File: config.mk
export PLATFORM = sky130hd
export DESIGN_NAME = hardware_function_inverse
export DESIGN_NICKNAME = d
export VERILOG_FILES = /design/src/rtl/function_pkg.sv /design/src/rtl/restoring_div_step.sv /design/src/rtl/hardware_function_inverse.sv
export SDC_FILE = /design/constraint.sdc
export NUM_CORES = 1
export LEC_CHECK = 0
export CAP_MARGIN = 20
export CORE_UTILIZATION = 54
export CTS_BUF_LIST = sky130_fd_sc_hd__clkbuf_8
export CTS_CLUSTER_DIAMETER = 30
export CTS_CLUSTER_SIZE = 10
export DETAILED_ROUTE_END_ITERATION = 6
export PLACE_DENSITY = 0.85
export SETUP_SLACK_MARGIN = 0.05
export SLEW_MARGIN = 20
export SYNTH_ARGS = -nofsm -noshare
export SYNTH_HDL_FRONTEND = slang
export SYNTH_SLANG_ARGS = --single-unit
File: constraint.sdc
create_clock -name clock -period 2.35 [get_ports clock]
set_input_delay 0.47 -clock clock [delete_from_list [all_inputs] [get_ports clock]]
set_output_delay 0.47 -clock clock [all_outputs]
set_load 0.05 [all_outputs]
File: src/rtl/function_pkg.sv
// Shared constants and FSM state type for the add/shift/multiply-by-3 function
// datapath and its sequential inverse.
//   SUM_W   : width of the forward sum
//   IN_W    : width of the forward result; also the number of divide iterations
//   DIVISOR : forward multiplier, divided out by the inverse
//   SHIFT   : forward left-shift applied when condition = 0
package function_pkg;

    localparam int unsigned SUM_W   = 4;
    localparam int unsigned IN_W    = 2 * SUM_W;
    localparam int unsigned DIVISOR = 3;
    localparam int unsigned SHIFT   = 2;

    // Remainder is always < DIVISOR; one extra bit holds the shifted-in trial value.
    localparam int unsigned REM_W   = $clog2(DIVISOR) + 1;
    localparam int unsigned CNT_W   = $clog2(IN_W);

    typedef enum logic [1:0] {
        IDLE,
        DIVIDE,
        DONE
    } state_e;

endpackage

File: src/rtl/restoring_div_step.sv
// One combinational iteration of restoring division by a constant.
//   i_rem  : partial remainder from the previous iteration (always < DIVISOR)
//   i_bit  : next dividend bit, MSB first
//   o_rem  : partial remainder after this iteration
//   o_qbit : quotient bit produced by this iteration
module restoring_div_step #(
    parameter int unsigned REM_W   = 3,
    parameter int unsigned DIVISOR = 3
) (
    input  logic [REM_W-1:0] i_rem,
    input  logic             i_bit,
    output logic [REM_W-1:0] o_rem,
    output logic             o_qbit
);

    localparam logic [REM_W-1:0] DivL = DIVISOR[REM_W-1:0];

    logic [REM_W-1:0] w_trial;

    // i_rem < DIVISOR leaves its MSB clear, so {rem, bit} fits in REM_W bits.
    // A set MSB can only come from a corrupted remainder; forcing a subtract
    // then keeps the step well-defined.
    assign w_trial = {i_rem[REM_W-2:0], i_bit};

    always_comb begin
        o_qbit = i_rem[REM_W-1] || (w_trial >= DivL);
        o_rem  = o_qbit ? (w_trial - DivL) : w_trial;
    end

endmodule

File: src/rtl/hardware_function_inverse.sv
// Sequential inverse of the add/shift/multiply-by-3 function datapath.
// Divides the forward result by DIVISOR one bit per cycle (restoring, MSB
// first), undoes the optional left shift, and flags results the forward
// function cannot produce.
//   clock, reset          : rising-edge clock, async active-low reset
//   io_in_valid/ready     : input handshake; ready only in IDLE
//   io_in_data            : forward final result (sampled at accept)
//   io_in_condition       : forward condition bit, 1 = unshifted path
//   io_out_valid/ready    : output handshake; result held until accepted
//   io_out_sum            : recovered sum
//   io_out_error          : input not producible by the forward function
module hardware_function_inverse
    import function_pkg::*;
(
    input  logic             clock,
    input  logic             reset,
    input  logic             io_in_valid,
    output logic             io_in_ready,
    input  logic [IN_W-1:0]  io_in_data,
    input  logic             io_in_condition,
    output logic             io_out_valid,
    input  logic             io_out_ready,
    output logic [SUM_W-1:0] io_out_sum,
    output logic             io_out_error
);

    state_e           r_state;
    // Dividend shifts out of the top while quotient bits shift in at the
    // bottom; after IN_W steps the register holds the full quotient.
    logic [IN_W-1:0]  r_work;
    logic [REM_W-1:0] r_rem;
    logic [CNT_W-1:0] r_count;
    logic             r_cond;
    logic             r_out_valid;
    logic [SUM_W-1:0] r_out_sum;
    logic             r_out_error;

    logic [REM_W-1:0] w_rem_next;
    logic             w_qbit;
    logic [IN_W-1:0]  w_quot;
    logic [SUM_W-1:0] w_sum;
    logic             w_error;

    restoring_div_step #(
        .REM_W   (REM_W),
        .DIVISOR (DIVISOR)
    ) u_step (
        .i_rem  (r_rem),
        .i_bit  (r_work[IN_W-1]),
        .o_rem  (w_rem_next),
        .o_qbit (w_qbit)
    );

    assign w_quot = {r_work[IN_W-2:0], w_qbit};

    // Recovery and producibility check on the quotient of the final step.
    always_comb begin
        w_sum   = r_cond ? w_quot[SUM_W-1:0] : w_quot[SHIFT +: SUM_W];
        w_error = (w_rem_next != '0)
               || (w_quot[IN_W-1:SUM_W+SHIFT] != '0)
               || (r_cond ? (w_quot[SUM_W+SHIFT-1:SUM_W] != '0)
                          : (w_quot[SHIFT-1:0] != '0));
    end

    always_ff @(posedge clock or negedge reset) begin
        if (!reset) begin
            r_state     <= IDLE;
            r_work      <= '0;
            r_rem       <= '0;
            r_count     <= '0;
            r_cond      <= 1'b0;
            r_out_valid <= 1'b0;
            r_out_sum   <= '0;
            r_out_error <= 1'b0;
        end else begin
            case (r_state)
                IDLE: begin
                    if (io_in_valid) begin
                        r_work  <= io_in_data;
                        r_rem   <= '0;
                        r_count <= '0;
                        r_cond  <= io_in_condition;
                        r_state <= DIVIDE;
                    end
                end
                DIVIDE: begin
                    r_work  <= w_quot;
                    r_rem   <= w_rem_next;
                    r_count <= r_count + CNT_W'(1);
                    if (r_count == CNT_W'(IN_W - 1)) begin
                        r_out_valid <= 1'b1;
                        r_out_sum   <= w_sum;
                        r_out_error <= w_error;
                        r_state     <= DONE;
                    end
                end
                DONE: begin
                    if (io_out_ready) begin
                        r_out_valid <= 1'b0;
                        r_state     <= IDLE;
                    end
                end
                default: r_state <= IDLE;
            endcase
        end
    end

    assign io_in_ready  = (r_state == IDLE);
    assign io_out_valid = r_out_valid;
    assign io_out_sum   = r_out_sum;
    assign io_out_error = r_out_error;

endmodule

==> impl_metrics.json <==
{
  "critPathKind": "register to primary output",
  "gr-usage-all-layers_pct": 24.96,
  "cts_max_level": 1,
  "synth_area_leader_cell": "dfrtp_1",
  "drtIter0Drc": 24,
  "vias_per_cell": 5.792,
  "fp.dieW_microns": 48.17,
  "ios": 20,
  "synth_top_family_by_area": "compound AO/OA/AOI/OAI gates",
  "cts_setup_buffers": 0,
  "drv_slew": 0,
  "drt-pass1-iter-count": 4,
  "max_slew_margin_pct": 47.61,
  "wl_per_cell_microns": 15.48,
  "cts.sink_count": 23,
  "whs_ns": 0.4924,
  "layout-drive-gt1-share_pct": 10.61,
  "syn_area_sq_um": 1151,
  "start_util_pct": 58.08,
  "final_antenna_net_count": 0,
  "grt_pass1_wl_mm": 3.850,
  "maxCapViolations": 0,
  "layout.nets": 150,
  "die_area_sq_um": 2320,
  "synth.avg_cell_area_sq_um": 10.37,
  "fin_util_pct": 71.97,
  "critPathLaunchType": "register",
  "cts.path.max_buffers": 2,
  "skew_ns": 0.002706,
  "crit_arrival_ns": 1.58,
  "clkTransAtPathRegs_ns": 0.08,
  "rows": 16,
  "top_usage_layer": "met2",
  "vias": 921,
  "synthXorXnorAreaFrac_pct": 0,
  "yosys_warnings": 0,
  "path_max_fanout": 2,
  "status": "completed",
  "synthArstFlopShare_pct": 100.0,
  "yosysTopAreaCellShare_pct": 50.00,
  "use_met1_pct": 34.62,
  "cts-resized-gates": 0,
  "ys.flop_type": "dfrtp_1",
  "antenna_found_initial": 0,
  "core-area_sq_um": 1982,
  "post-dp-hpwl_mm": 1.745,
  "cts-root-buf": "clkbuf_8",
  "synth_area_leaders": "dfrtp_1 50%, o21ai_1 5.2%, a22oi_1 4.6%, ha_1 4.3%, mux2i_1 4.3%",
  "synth_fa_ha_area_share_pct": 4.348,
  "required_ns": 1.88,
  "grt_use_met3_pct": 3.333,
  "cts_tree": "done",
  "cts_buffers": 3,
  "first_global_vias": 828,
  "seq_area_sq_um": 575.6,
  "fp.dieH_microns": 48.17,
  "met2_usage_pct": 39.73,
  "diodes": 0,
  "place.gp.congestion": 0.8133,
  "period_needed_ns": 2.051,
  "fillers": 147,
  "grt_max_degree": 24,
  "syn_nets": 128,
  "yosysSeqAreaShare_pct": 50.00,
  "endpoint_kind": "primary output",
  "dp.cells": 155,
  "rsz0062_at_grt": "no",
  "multi_input_area_sq_um": 539.3,
  "final.setup.tns_ns": 0,
  "period_share_pct": 87.26,
  "area_delta_synth_final_pct": 23.91,
  "hold_path.class": "register to register",
  "synth_cell_types": 30,
  "synth_compound_area_share_pct": 21.96,
  "clock_latency_ns": 0.27,
  "synth-simple-area-share_pct": 14.24,
  "p_leak_nw": 0.6242,
  "worst_slew_pin_slew_ns": 0.7842,
  "cts_hold_buffers": 0,
  "instances_no_fill": 159,
  "io_buffers": 19,
  "wl_mm": 2.462,
  "ir_drop_uv": 1071,
  "worst_slack_ns": 0.2993,
  "syn_inst": 111,
  "synth_edf_count": 0,
  "grt_overflow": 0,
  "synth.area.mux_share_pct": 6.304,
  "fmax_ghz": 0.4876,
  "hold_viol": 0,
  "synth-seq-cells": 23,
  "setup_viol": 0,
  "drc": 0,
  "dp_slack_ns": 0.3983,
  "power_density_nw_per_um2": 1433
}
state kept, by name (all words and copies together), names as in the netlist:
register,flops
io_out_error,1
io_out_sum,4
io_out_valid,1
r_cond,1
r_count,3
r_rem,3
r_state,2
r_work,8
power breakdown:
part	internal [mW]	switching (mW)	leakage (nW)
Clock	0.118	0.131	0.0255
Combinational	0.465	0.578	0.315
Sequential	0.580	0.171	0.284
synthesized netlist by cell type (all sizes together) (2+ instances only):
master,n
buf,2
nand2,12
o21ai,12
dfrtp,23
a22oi,7
mux2i,5
inv,3
a21oi,9
nor2,3
mux2,2
clkbuf,4
nor2b,7
a22o,3
ha,4
per-stage QoR:
stage / power [mW] / cell area [sq um]
6_report: 2.044 / 1426
5_1_grt: 2.195 / 1426
4_1_cts: 2.049 / 1426
3_5_place_dp: 1.804 / 1380
3_3_place_gp: 1.750 / 1380
2_1_floorplan: 1.503 / 1151
cells by family after synthesis:
kind of cell	after synthesis
AOI/OAI and AO/OA	38
and+or+nand+nor	30
buffers and inverters	9
adders and majority gates	4
DFF	23
muxes	7
final timing paths:
path,startpoint,to,slack [ns],cells past startpoint
worst min-delay path,io_out_sum[1],io_out_sum[1],0.49,2
max in group asynchronous,reset,r_count[1],1.57,2
min in group asynchronous,reset,r_rem[1],0.56,2
worst max register to register,r_work[7],io_out_error,0.38,5
worst min register to register,io_out_sum[1],io_out_sum[1],0.49,2
worst max-delay path,r_state[0],io_in_ready,0.30,2
cells in the final DEF, fill, tap and decap left out, drive strengths merged, types with 2 or more instances in the layout:
cell	count
dfrtp	23
clkdlybuf4s50	19
o21ai	12
nand2	12
a21oi	9
nor2b	7
a22oi	7
mux2i	5
ha	4
buf	4
inv	3
nor2	3
a22o	3
clkbuf	3
mux2	2
layer usage:
| layer | share of wire [%] | vias to the layer above | routed length (microns) |
|---|---|---|---|
| met5 | 0 | - | 0 |
| met4 | 1.1 | 0 | 27 |
| met3 | 3.8 | 4 | 93 |
| met2 | 51 | 26 | 1250 |
| met1 | 44 | 445 | 1090 |
| li1 | - | 446 | - |
critical path: stages, from the launching register on:
cell and delay (ns):
dfrtp_1 0.38, nor2_1 0.12, clkdlybuf4s50_1 0.82
layout make-up:
cell class              count  share of cell area [%]
flip-flops and latches     23                   40.35
multi-input cells          79                   37.81
repair buffers             23                   15.44
clock buffers               3                   2.895
well taps                  27                   2.368
inverters                   3                  0.7895
clock inverters             1                  0.3509
No activity file was read; power rests on OpenSTA's default activity.
